File: src/rtl/id_decode_hazard_unit.sv
// ID-stage decode with a valid/ready ID/EX slot and a shift scoreboard of in-flight writes that interlocks on RAW hazards.
// Optional build macro FWD_EN: interlock only on load-use and report forwarding selects instead.
module id_decode_hazard_unit #(
  parameter int                INSTR_W    = 20,
  parameter int                OPC_W      = 4,
  parameter int                REG_AW     = 4,
  parameter int                PIPE_DEPTH = 3,
  parameter logic [OPC_W-1:0]  STORE_OPC  = 4'b1100,
  parameter logic [OPC_W-1:0]  NOP_OPC    = 4'b0000,
  parameter logic [OPC_W-1:0]  LOAD_OPC   = 4'b1011
) (
  input  logic               clock,
  input  logic               reset,
  input  logic [INSTR_W-1:0] instruction,
  input  logic               in_valid,
  output logic               in_ready,
  input  logic               flush,
  output logic               out_valid,
  input  logic               out_ready,
  output logic [OPC_W-1:0]   out_opcode,
  output logic               out_we,
  output logic [REG_AW-1:0]  out_waddr,
  output logic [REG_AW-1:0]  out_raddr1,
  output logic [REG_AW-1:0]  out_raddr2,
  output logic               stall,
  output logic [1:0]         fwd_sel1,
  output logic [1:0]         fwd_sel2
);

  localparam int F0_HI = INSTR_W - OPC_W - 1;
  localparam int F1_HI = F0_HI - REG_AW;
  localparam int F2_HI = F1_HI - REG_AW;

  // Decode
  logic [OPC_W-1:0]  w_opc;
  logic [REG_AW-1:0] w_f0, w_f1, w_f2;
  logic              w_is_nop;
  logic              w_we;
  logic [REG_AW-1:0] w_waddr, w_raddr1, w_raddr2;

  assign w_opc    = instruction[INSTR_W-1 -: OPC_W];
  assign w_f0     = instruction[F0_HI -: REG_AW];
  assign w_f1     = instruction[F1_HI -: REG_AW];
  assign w_f2     = instruction[F2_HI -: REG_AW];
  assign w_is_nop = (w_opc == NOP_OPC);

  always_comb begin
    w_we     = 1'b0;
    w_waddr  = '0;
    w_raddr1 = '0;
    w_raddr2 = '0;
    if (w_opc == STORE_OPC) begin
      w_raddr1 = w_f0;
      w_raddr2 = w_f1;
    end else if (!w_is_nop) begin
      w_we     = 1'b1;
      w_waddr  = w_f0;
      w_raddr1 = w_f1;
      w_raddr2 = w_f2;
    end
  end

  // ID/EX slot and scoreboard state
  logic              r_valid;
  logic [OPC_W-1:0]  r_opc;
  logic              r_we;
  logic [REG_AW-1:0] r_waddr, r_raddr1, r_raddr2;

  logic [PIPE_DEPTH-1:0] r_sb_vld;
  logic [REG_AW-1:0]     r_sb_waddr [PIPE_DEPTH];

  logic w_accept, w_issue, w_hazard, w_in_act;
  logic w_sb_push;

  assign w_issue   = r_valid && out_ready;
  assign w_accept  = in_valid && in_ready;
  assign w_in_act  = in_valid && !w_is_nop;
  // A flushed instruction never reaches EX, so it must not occupy the scoreboard
  assign w_sb_push = w_issue && !flush && r_we;

  // Per-source match against every scoreboard entry and against the held slot
  logic [PIPE_DEPTH-1:0] w_m1_sb, w_m2_sb;
  logic                  w_m1_slot, w_m2_slot;

  always_comb begin
    w_m1_sb = '0;
    w_m2_sb = '0;
    for (int i = 0; i < PIPE_DEPTH; i++) begin
      w_m1_sb[i] = r_sb_vld[i] && (r_sb_waddr[i] == w_raddr1);
      w_m2_sb[i] = r_sb_vld[i] && (r_sb_waddr[i] == w_raddr2);
    end
    w_m1_slot = r_valid && r_we && (r_waddr == w_raddr1);
    w_m2_slot = r_valid && r_we && (r_waddr == w_raddr2);
  end

`ifdef FWD_EN
  logic [PIPE_DEPTH-1:0] r_sb_load;
  logic                  w_slot_load;
  logic                  w_lu1, w_lu2;

  // Youngest producer wins; the held slot is about to enter EX, so it selects the EX path
  function automatic logic [1:0] fwd_pick(input logic [PIPE_DEPTH-1:0] m, input logic slot);
    logic [1:0] sel;
    sel = 2'd0;
    for (int i = PIPE_DEPTH - 1; i >= 0; i--) begin
      if (m[i]) sel = (i == 0) ? 2'd1 : ((i == 1) ? 2'd2 : 2'd3);
    end
    if (slot) sel = 2'd1;
    return sel;
  endfunction

  assign w_slot_load = r_valid && r_we && (r_opc == LOAD_OPC);
  assign w_lu1       = (w_m1_sb[0] && r_sb_load[0]) || (w_m1_slot && w_slot_load);
  assign w_lu2       = (w_m2_sb[0] && r_sb_load[0]) || (w_m2_slot && w_slot_load);
  assign w_hazard    = w_in_act && (w_lu1 || w_lu2);
  assign fwd_sel1    = w_in_act ? fwd_pick(w_m1_sb, w_m1_slot) : 2'd0;
  assign fwd_sel2    = w_in_act ? fwd_pick(w_m2_sb, w_m2_slot) : 2'd0;

  always_ff @(posedge clock or negedge reset) begin
    if (!reset) begin
      r_sb_load <= '0;
    end else begin
      for (int i = PIPE_DEPTH - 1; i > 0; i--) r_sb_load[i] <= r_sb_load[i-1];
      r_sb_load[0] <= w_sb_push && (r_opc == LOAD_OPC);
    end
  end
`else
  // Loads are ordinary writers under full interlock
  logic w_unused_load_opc;
  assign w_unused_load_opc = ^LOAD_OPC;

  assign w_hazard = w_in_act && ((|w_m1_sb) || w_m1_slot || (|w_m2_sb) || w_m2_slot);
  assign fwd_sel1 = 2'd0;
  assign fwd_sel2 = 2'd0;
`endif

  assign in_ready = reset && !w_hazard && !flush && (!r_valid || out_ready);
  assign stall    = in_valid && !in_ready;

  // ID/EX slot register
  always_ff @(posedge clock or negedge reset) begin
    if (!reset) begin
      r_valid  <= 1'b0;
      r_opc    <= '0;
      r_we     <= 1'b0;
      r_waddr  <= '0;
      r_raddr1 <= '0;
      r_raddr2 <= '0;
    end else if (flush) begin
      r_valid <= 1'b0;
    end else if (w_accept) begin
      r_valid  <= 1'b1;
      r_opc    <= w_opc;
      r_we     <= w_we;
      r_waddr  <= w_waddr;
      r_raddr1 <= w_raddr1;
      r_raddr2 <= w_raddr2;
    end else if (w_issue) begin
      r_valid <= 1'b0;
    end
  end

  // Scoreboard: EX onward never stalls, so entries advance every cycle
  always_ff @(posedge clock or negedge reset) begin
    if (!reset) begin
      r_sb_vld <= '0;
      for (int i = 0; i < PIPE_DEPTH; i++) r_sb_waddr[i] <= '0;
    end else begin
      for (int i = PIPE_DEPTH - 1; i > 0; i--) begin
        r_sb_vld[i]   <= r_sb_vld[i-1];
        r_sb_waddr[i] <= r_sb_waddr[i-1];
      end
      r_sb_vld[0]   <= w_sb_push;
      r_sb_waddr[0] <= r_waddr;
    end
  end

  assign out_valid  = r_valid;
  assign out_opcode = r_opc;
  assign out_we     = r_we;
  assign out_waddr  = r_waddr;
  assign out_raddr1 = r_raddr1;
  assign out_raddr2 = r_raddr2;

endmodule

File: config.mk
export PLATFORM = sky130hd
export DESIGN_NAME = id_decode_hazard_unit
export DESIGN_NICKNAME = d
export VERILOG_FILES = /design/src/rtl/id_decode_hazard_unit.sv
export SDC_FILE = /design/constraint.sdc
export NUM_CORES = 1
export LEC_CHECK = 0
export CORE_MARGIN = 1.5
export CORE_UTILIZATION = 49
export CTS_BUF_LIST = sky130_fd_sc_hd__clkbuf_4
export DETAILED_ROUTE_END_ITERATION = 7
export DONT_BUFFER_PORTS = 1
export PLACE_DENSITY = 0.61
export SYNTH_ARGS = -nofsm -noshare
export SYNTH_HDL_FRONTEND = slang
export SYNTH_SLANG_ARGS = --single-unit
File: constraint.sdc
create_clock -name clock -period 8.4 [get_ports clock]
set_input_delay 1.68 -clock clock [delete_from_list [all_inputs] [get_ports clock]]
set_output_delay 1.68 -clock clock [all_outputs]
set_load 0.1 [all_outputs]
==> results by group, run 1 <==
Hold path
  – Hold/Removal Path Class: flip-flop to flip-flop

STA
  – Tmin final: 6.36 ns
  – Endpoints failing hold: 0
  – Max frequency: 157 MHz
  – Final setup TNS: 0 ns
  – Setup Skew: 0.00275 ns
  – Setup slack after layout: 2.04 ns
  – Relative slew slack: 22.4%
  – Max-slew violations: 0
  – RSZ-0062 raised after global routing: false
  – Worst-margin pin slew: 1.16 ns
  – Final clock period utilization by the worst path: 75.7%
  – Final setup viols: 0

Detailed routing
  – Final wirelength: 3350 um
  – Antenna Nets Post-Route: 0
  – Via count: 1,151
  – Wire per inst: 15.6 um
  – Vias per cell: 5.38
  – Initial drt markers: 37
  – First-pass DRT Iterations: 5
  – DRC Markers: 0

Floorplanning
  – Die area: 4170 um2
  – Row count: 22
  – Die W: 64.6 um
  – Initial core utilization: 50.7%
  – Core footprint: 3660 um2
  – I/O pin total: 49
  – Chip height: 64.6 um

Synth
  – Synth async-reset ratio: 100%
  – YS warnings: 0
  – Yosys reg bits: 33
  – Synth Cell Area: 1860 um2
  – Synth cell types: 30
  – Register area share after synthesis: 44.5%
  – Synth Instances: 165
  – Number of flops mapped to enable cells by yosys: 0
  – Synth Flop Type: dfrtp_1
  – Mean Syn Cell Area: 11.3 um2

CTS
  – Post-CTS setup repair buffer count: 0
  – Cts hold-fix bufs: 0
  – CTS Buf Count: 5
  – Max Root-Sink Buffers: 2
  – Post-CTS sizing: 0
  – Worst-path clk slew: 0.09 ns
  – Clk_lat worst skew: 0.33 ns
  – Max H-tree Level: 2
  – Clk root buf: clkbuf_4
  – CTS tree: yes
  – Clock sinks: 33

Critical path
  – Crit-path slowest cell: o21a_1
  – CP Data Required Time: 6.72 ns
  – Crit-path max cell delay: 0.77 ns
  – Crit Path Max Fanout: 10
  – Worst Setup Start Kind: input port
  – CP delay by family, top: compound AO/OA/AOI/OAI gates
  – Critical path capture point type: output pin
  – CP Cell Sequence: or2_1 -> a21o_1 -> a22oi_4 -> xnor2_1 -> nor4_1 -> o211ai_1 -> and4_4 -> nor2_1 -> o21a_1
  – Crit path arrival time: 4.68 ns
  – Worst path bufs/invs: 0
  – WS Path Type: input port to output pin

Global route
  – Global-route wire length before repair: 5640 um
  – Initial antenna violation count: 0
  – GRT overflow: 0
  – GRT Util Overall: 17.8%
  – Vias in the first global route: 1,214
  – Largest net degree at the start of global routing: 35

Cells and area
  – FF/Latch Area: 826 um2
  – Fin util: 52.0%
  – Area occupied by multi-input gates: 901 um2
  – Share of cells above drive strength 1: 10.8%
  – Post-Layout Cell Count: 214
  – Commonest cells after routing, fill and taps aside: 33 x dfrtp_1, 32 x xnor2_1, 18 x inv_1
  – Antenna cells: 0
  – Most common cell after layout, fill and taps aside: dfrtp_1
  – FILL cells: 336
  – Total Nets Final: 190
  – Area growth syn-to-layout: 2.56%

Power and ir drop
  – Power per standard cell area: 276 nW/um2
  – VDD IR-drop max: 0.000114 V
  – P_leak: 0.944 nW
  – Total chip power: 525 uW

Placed design
  – Final Wtd Congestion: 0.764
  – DP Worst Slack: 2.02 ns
  – Detailed Place HPWL: 2570 um
  – # port buffers: 0
  – Post-Place Cells: 206

Flow run
  – Maxcap violations: 0

Run status
  – Outcome: finished, final reports clean
-- worst register-to-register path: cells and delay by family, from the launching register on --
kind,cells,cell delay (ns)
multiplexers,1,0.27
XOR/XNOR,1,0.17
flip-flops,1,1.03
AND/OR/NAND/NOR,2,0.59
AO/OA/AOI/OAI,2,0.67
-- layout make-up --
class / instances / share of cell area [%]
tap: 48 / 3.15
sequential: 33 / 43.4
inverter: 18 / 3.55
clock inverter: 3 / 0.657
multi-input combinational: 107 / 47.3
clock buffer: 5 / 1.97
-- logic make-up (layout without fill, tap and decap cells) --
group	count (synthesis)	after routing	share of synthesized area [%]
compound gates	35	35	20.0
xor+xnor	32	32	15.1
buf+inv	28	26	7.82
flops	33	33	44.5
mux	8	8	4.31
other cells	1	4	0.202
simple gates	28	28	8.09
-- routing by layer --
layer | share of wire, % | vias up | track usage [%]
met3 | 6.0 | 4 | 5.73
met4 | 1.5 | 0 | 5.59
met5 | 0 | - | 0
met2 | 48 | 37 | 28.8
met1 | 44 | 548 | 22.8
li1 | - | 562 | -
-- power by group --
group | leakage, nW | switching, mW | internal [mW]
logic | 0.503 | 0.0498 | 0.0490
registers | 0.411 | 0.161 | 0.184
clock network | 0.0300 | 0.0508 | 0.0302
total | 0.944 | 0.262 | 0.263
-- sequential cells by signal, indices dropped and copies added (netlist names) --
register,cells
out_waddr,4
out_raddr2,4
r_sb_waddr,12
out_we,1
out_opcode,4
out_raddr1,4
r_sb_vld,3
out_valid,1
-- synthesized netlist by cell type (all sizes together), types with 2 or more instances --
library cell | instances | area share (%)
and2 | 2 | 0.67
buf | 9 | 4.0
inv | 18 | 3.6
a21o | 2 | 0.81
o21ai | 5 | 2.0
xnor2 | 32 | 15
nor2 | 3 | 0.61
mux2i | 8 | 4.3
a22oi | 8 | 9.2
nand2 | 9 | 1.8
a22o | 8 | 3.8
nor4 | 8 | 2.7
o22ai | 8 | 2.7
dfrtp | 33 | 44
-- metrics by stage --
step                      area, um2  hold WS [ns]
after CTS                      1900         0.390
after global routing           1900         0.403
after detailed placement       1850         0.367
final                          1900         0.384
after global placement         1850         0.367
after floorplan                1870         0.348
-- final timing paths --
| path | startpoint | end | slack, ns | depth (start not counted) |
|---|---|---|---|---|
| max in group asynchronous | reset | r_sb_waddr[8] | 7.30 | 0 |
| min | r_sb_vld[1] | r_sb_vld[2] | 0.38 | 0 |
| min in group asynchronous | reset | out_raddr2[2] | 1.03 | 0 |
| max | instruction[17] | stall | 2.04 | 9 |
| max reg2reg | out_waddr[3] | out_raddr2[0] | 5.59 | 6 |
| min reg2reg | r_sb_vld[1] | r_sb_vld[2] | 0.38 | 0 |
(Power assumes the default switching activity.)
==> run 2, diff against run 1 <==
Clock period 8.4 ns to 6.7 ns, I/O delays scaled along.
==> results by group, run 2 (synthesis gave the netlist of run 1 again) <==
STA
  – Setup slack after layout: 1.36 ns (-0.676 ns)
  – Setup Skew: 0.0101 ns (+0.00738 ns)
  – Max frequency: 187 MHz
  – Final clock period utilization by the worst path: 79.7%
  – Endpoints failing hold: 0 (unchanged)
  – Final setup TNS: 0 ns (unchanged)
  – Final setup viols: 0 (unchanged)
  – RSZ-0062 raised after global routing: false
  – Max-slew violations: 0 (unchanged)
  – Worst-margin pin slew: 1.05 ns (-0.114 ns)
  – Tmin final: 5.34 ns
  – Relative slew slack: 29.9% (+7.5 points)

Cells and area
  – Share of cells above drive strength 1: 13.1% (+2.3 points)
  – Total Nets Final: 192 (+1.1%)
  – Post-Layout Cell Count: 216 (+0.93%)
  – Commonest cells after routing, fill and taps aside: 33 x dfrtp_1, 32 x xnor2_1, 18 x inv_1
  – Antenna cells: 0 (unchanged)
  – Fin util: 52.6% (+0.55 points)
  – Largest Register: r_sb_waddr
  – FILL cells: 339 (+0.89%)
  – Max FFs per register: 12 (unchanged)
  – Most common cell after layout, fill and taps aside: dfrtp_1
  – Area growth syn-to-layout: 3.64%

Power and ir drop
  – VDD IR-drop max: 0.000151 V (+33%)
  – P_leak: 0.960 nW (+1.6%)
  – Clk pwr share: 16.9% (+1.5 points)
  – Switching Share: 49.8% (about the same)
  – Cell Int Power: 337 uW (+28%)
  – Comb power frac: 18.6% (-0.2 points)
  – Sequential share of power: 64.5% (-1.3 points)
  – Power per standard cell area: 349 nW/um2 (+27%)
  – Sw power: 335 uW (+28%)

Placed design
  – Detailed Place HPWL: 2650 um (+3.1%)
  – DP Worst Slack: 1.34 ns (-0.681 ns)
  – Post-Place Cells: 208 (+0.97%)
  – Final Wtd Congestion: 0.742 (-2.9%)
  – # port buffers: 0 (unchanged)

CTS
  – Worst-path clk slew: 0.11 ns (+0.02 ns)
  – CTS tree: yes
  – Clk_lat worst skew: 0.35 ns (+0.02 ns)
  – CTS Buf Count: 5 (unchanged)
  – Max Root-Sink Buffers: 2 (unchanged)
  – Clock sinks: 33 (unchanged)
  – Clk root buf: clkbuf_4
  – Max H-tree Level: 2 (unchanged)
  – Cts hold-fix bufs: 0 (unchanged)
  – Post-CTS sizing: 0 (unchanged)
  – Post-CTS setup repair buffer count: 0 (unchanged)

Floorplanning
  – Initial core utilization: 50.7% (unchanged)
  – I/O pin total: 49 (unchanged)
  – Die area: 4170 um2 (unchanged)
  – Die W: 64.6 um (unchanged)
  – Chip height: 64.6 um (unchanged)
  – Core footprint: 3660 um2 (unchanged)
  – Row count: 22 (unchanged)

Global route
  – GRT overflow: 0 (unchanged)
  – Vias in the first global route: 1,309 (+7.8%)
  – Largest net degree at the start of global routing: 35 (unchanged)
  – Global-route wire length before repair: 5950 um (+5.5%)
  – GRT Util Overall: 19.0% (+1.2 points)
  – Initial antenna violation count: 0 (unchanged)

Flow run
  – Maxcap violations: 0 (unchanged)

Critical path
  – Critical path capture point type: output pin
  – WS Path Type: input port to output pin
  – CP Data Required Time: 5.36 ns (-1.36 ns)
  – Worst Setup Start Kind: input port
  – Crit Path Max Fanout: 10 (unchanged)
  – Crit path arrival time: 4.00 ns (-0.68 ns)

Run status
  – Outcome: finished, final reports clean

Detailed routing
  – Initial drt markers: 20 (-46%)
  – Vias per cell: 5.40 (+0.37%)
  – Final wirelength: 3550 um (+5.9%)
  – Via count: 1,166 (+1.3%)
  – DRC Markers: 0 (unchanged)
  – First-pass DRT Iterations: 4 (-1)
  – Antenna Nets Post-Route: 0 (unchanged)
  – Wire per inst: 16.4 um (+4.9%)

Hold path
  – Hold/Removal Path Class: flip-flop to flip-flop
==> run 2: cell types whose count changed in the layout (fill, tap and decap cells not counted), sizes merged <==
| cell | change |
|---|---|
| buf | +2 |
| clkinv | -1 |
| clkbuf | +1 |
==> run 2: cell type report <==
class | count | area, um2 | share of cell area (%)
Timing Repair Buffer | 2 | 15.0 | 0.780
Clock inverter | 2 | 10.0 | 0.520
Multi-Input combinational cell | 107 | 901 | 46.8
Sequential cell | 33 | 826 | 42.9
Tap cell | 48 | 60.1 | 3.12
Inverter | 18 | 67.6 | 3.51
Clock buffer | 6 | 45.0 | 2.34
==> run 2: stage by stage <==
stage / total power [mW] / instance area [um2] / hold WS [ns]
final: 0.672 / 1920 / 0.393
after global routing: 0.699 / 1920 / 0.401
after CTS: 0.676 / 1920 / 0.393
after detailed placement: 0.565 / 1870 / 0.369
after global placement: 0.559 / 1870 / 0.367
after floorplan: 0.547 / 1870 / 0.348
==> run 2: final timing paths <==
path	startpoint	depth (start not counted)	slack (ns)	endpoint
worst max-delay path	instruction[17]	10	1.36	stall
max in group asynchronous	reset	0	5.94	out_opcode[2]
worst min-delay path	r_sb_vld[1]	0	0.39	r_sb_vld[2]
worst min register to register	r_sb_vld[1]	0	0.39	r_sb_vld[2]
min in group asynchronous	reset	0	0.67	r_sb_waddr[5]
worst max register to register	out_waddr[3]	6	3.88	out_raddr2[0]
==> run 2: critical path, cell delays in order <==
cell	delay [ns]
or2_1	0.35
a21o_1	0.46
a22oi_4	0.41
xnor2_1	0.10
nor4_1	0.32
o21ai_0	0.18
and4_4	0.24
nor2_1	0.18
o21a_1	0.13
buf_4	0.28
==> run 2: power by group through the flow <==
stage,combinational (mW),sequential [mW],clock [mW]
final,0.125,0.434,0.113
after global routing,0.139,0.438,0.122
after CTS,0.127,0.434,0.115
after detailed placement,0.127,0.438,0
after global placement,0.122,0.437,0
after floorplan,0.117,0.430,0
==> run 2: per-layer routing <==
metal | vias up | share of wire (%) | GRT usage (%)
met3 | 5 | 5.3 | 6.42
met4 | 0 | 1.6 | 6.65
met2 | 37 | 50 | 31.5
met1 | 561 | 43 | 23.0
met5 | - | 0 | 0
li1 | 563 | - | -
==> run 3, diff against run 2 <==
Clock period 6.7 ns to 5.5 ns, I/O delays scaled along.
==> results by group, run 3 (synthesis gave the netlist of run 1 again) <==
Critical path
  – Crit Path Max Fanout: 10 (unchanged)
  – R2R cell count: 6 (unchanged)
  – Crit path capture: stall
  – Worst r2r dst: out_raddr1[3]
  – CP Data Required Time: 4.40 ns (-0.96 ns)
  – R2R setup slack: 2.72 ns (-1.16 ns)
  – Worst Setup Start Kind: input port
  – Crit path arrival time: 3.74 ns (-0.26 ns)
  – Critical path capture point type: output pin
  – Critical Path Source: instruction[17]
  – FF-to-FF Start: out_waddr[0]
  – WS Path Type: input port to output pin

Global route
  – GRT Util Overall: 18.7% (-0.29 points)
  – Vias in the first global route: 1,258 (-3.9%)
  – Initial antenna violation count: 0 (unchanged)
  – GRT overflow: 0 (unchanged)
  – Largest net degree at the start of global routing: 35 (unchanged)
  – Global-route wire length before repair: 5890 um (-0.92%)

CTS
  – Clock sinks: 33 (unchanged)
  – Cts hold-fix bufs: 0 (unchanged)
  – Clk_lat worst skew: 0.33 ns (-0.02 ns)
  – Max H-tree Level: 2 (unchanged)
  – Post-CTS setup repair buffer count: 0 (unchanged)
  – Post-CTS sizing: 0 (unchanged)
  – CTS tree: yes
  – Worst-path clk slew: 0.10 ns (about the same)
  – Max Root-Sink Buffers: 2 (unchanged)
  – Clk root buf: clkbuf_4
  – CTS Buf Count: 5 (unchanged)

Cells and area
  – Most common cell after layout, fill and taps aside: dfrtp_1
  – Max FFs per register: 12 (unchanged)
  – Total Nets Final: 195 (+1.6%)
  – FILL cells: 330 (-2.7%)
  – Share of cells above drive strength 1: 14.0% (+0.94 points)
  – Antenna cells: 0 (unchanged)
  – Largest Register: r_sb_waddr
  – Commonest cells after routing, fill and taps aside: 33 x dfrtp_1, 32 x xnor2_1, 18 x inv_1
  – Final non-filler cell area: 1970 um2 (+2.4%)
  – Area growth syn-to-layout: 6.13%

STA
  – Endpoints failing hold: 0 (unchanged)
  – Max frequency: 207 MHz
  – Tmin final: 4.84 ns
  – Worst-margin pin slew: 1.02 ns (-0.0324 ns)
  – Final setup TNS: 0 ns (unchanged)
  – RSZ-0062 raised after global routing: false
  – Max-slew violations: 0 (unchanged)
  – Setup Skew: 0.00995 ns (-0.000178 ns)
  – Relative slew slack: 32.1% (+2.2 points)
  – Final setup viols: 0 (unchanged)
  – Final clock period utilization by the worst path: 88.0%

Floorplanning
  – I/O pin total: 49 (unchanged)
  – Die W: 64.6 um (unchanged)
  – Chip height: 64.6 um (unchanged)
  – Core footprint: 3660 um2 (unchanged)
  – Die area: 4170 um2 (unchanged)
  – Initial core utilization: 50.7% (unchanged)
  – Row count: 22 (unchanged)

Detailed routing
  – Wire length on met3: 162 um (-14%)
  – Wire per inst: 16.1 um (-1.7%)
  – Via count: 1,182 (+1.4%)
  – Highest metal used: met4
  – Vias per cell: 5.40 (about the same)
  – Antenna Nets Post-Route: 0 (unchanged)
  – Met2 WL: 1740 um (-1.7%)
  – M1 WL: 1560 um (+1.7%)
  – Initial drt markers: 37 (+85%)
  – First-pass DRT Iterations: 4 (unchanged)
  – Final wirelength: 3540 um (-0.34%)
  – DRC Markers: 0 (unchanged)

Power and ir drop
  – Power per standard cell area: 440 nW/um2 (+26%)
  – P_leak: 0.983 nW (+2.4%)
  – Total chip power: 867 uW (+29%)
  – VDD IR-drop max: 0.000220 V (+45%)

Flow run
  – Maxcap violations: 0 (unchanged)

Placed design
  – Final Wtd Congestion: 0.741 (-0.23%)
  – Detailed Place HPWL: 2660 um (+0.42%)
  – DP Area: 1890 um2 (+1.2%)
  – # port buffers: 0 (unchanged)

Hold path
  – Hold/Removal Path Class: flip-flop to flip-flop

Run status
  – Outcome: finished, final reports clean
## run 3: cell count changes in the layout (fill, tap and decap cells not counted), sizes merged
cell / before / now
clkinv: 2 / 1
buf: 2 / 5
bufinv: 0 / 1
## run 3: stage by stage
stage | setup WS [ns] | std cells | hold slack, ns | util [%]
after floorplan | 0.146 | 168 | 0.348 | -
after global placement | 0.667 | 211 | 0.367 | 51.7
after detailed placement | 0.646 | 211 | 0.369 | 51.7
after CTS | 0.639 | 219 | 0.393 | 53.8
after global routing | 0.525 | 219 | 0.403 | 53.8
final | 0.661 | 219 | 0.390 | 53.8
## run 3: metal layers
metal / up-vias / track usage, %
li1: 567 / -
met1: 571 / 22.6
met2: 38 / 30.5
met3: 6 / 6.25
met4: 0 / 7.98
met5: - / 0
## run 3: worst max-delay path: stages
cell and delay [ns]:
or2_1 0.35, a21o_1 0.46, a22oi_4 0.42, xnor2_1 0.10, nor4_1 0.31, o211ai_1 0.14
and4_4 0.26, nor2_1 0.17, o21a_1 0.13, buf_4 0.28
## run 3: layout make-up
cell class / count / area [um2] / area share [%]
repair buffers: 5 / 37.5 / 1.90
inverters: 18 / 67.6 / 3.43
clock inverters: 2 / 33.8 / 1.71
multi-input cells: 107 / 901 / 45.7
flip-flops and latches: 33 / 826 / 41.9
well taps: 48 / 60.1 / 3.05
clock buffers: 6 / 45.0 / 2.29
## run 3: how the worst min path moves through the flow
stage,start,to,cells after the start
2_1_floorplan,r_sb_vld[0],r_sb_vld[1],0
3_3_place_gp,r_sb_vld[1],r_sb_vld[2],0
3_5_place_dp,r_sb_vld[1],r_sb_vld[2],0
4_1_cts,r_sb_vld[1],r_sb_vld[2],0
5_1_grt,reset,out_raddr2[3],0
6_report,r_sb_vld[1],r_sb_vld[2],0
## run 3: power by group
part / switching, mW / total (mW) / leakage [nW] / internal [mW]
clock: 0.0809 / 0.180 / 0.0433 / 0.0995
sequential: 0.210 / 0.492 / 0.411 / 0.282
combinational: 0.114 / 0.195 / 0.528 / 0.0809
total: 0.405 / 0.867 / 0.983 / 0.462
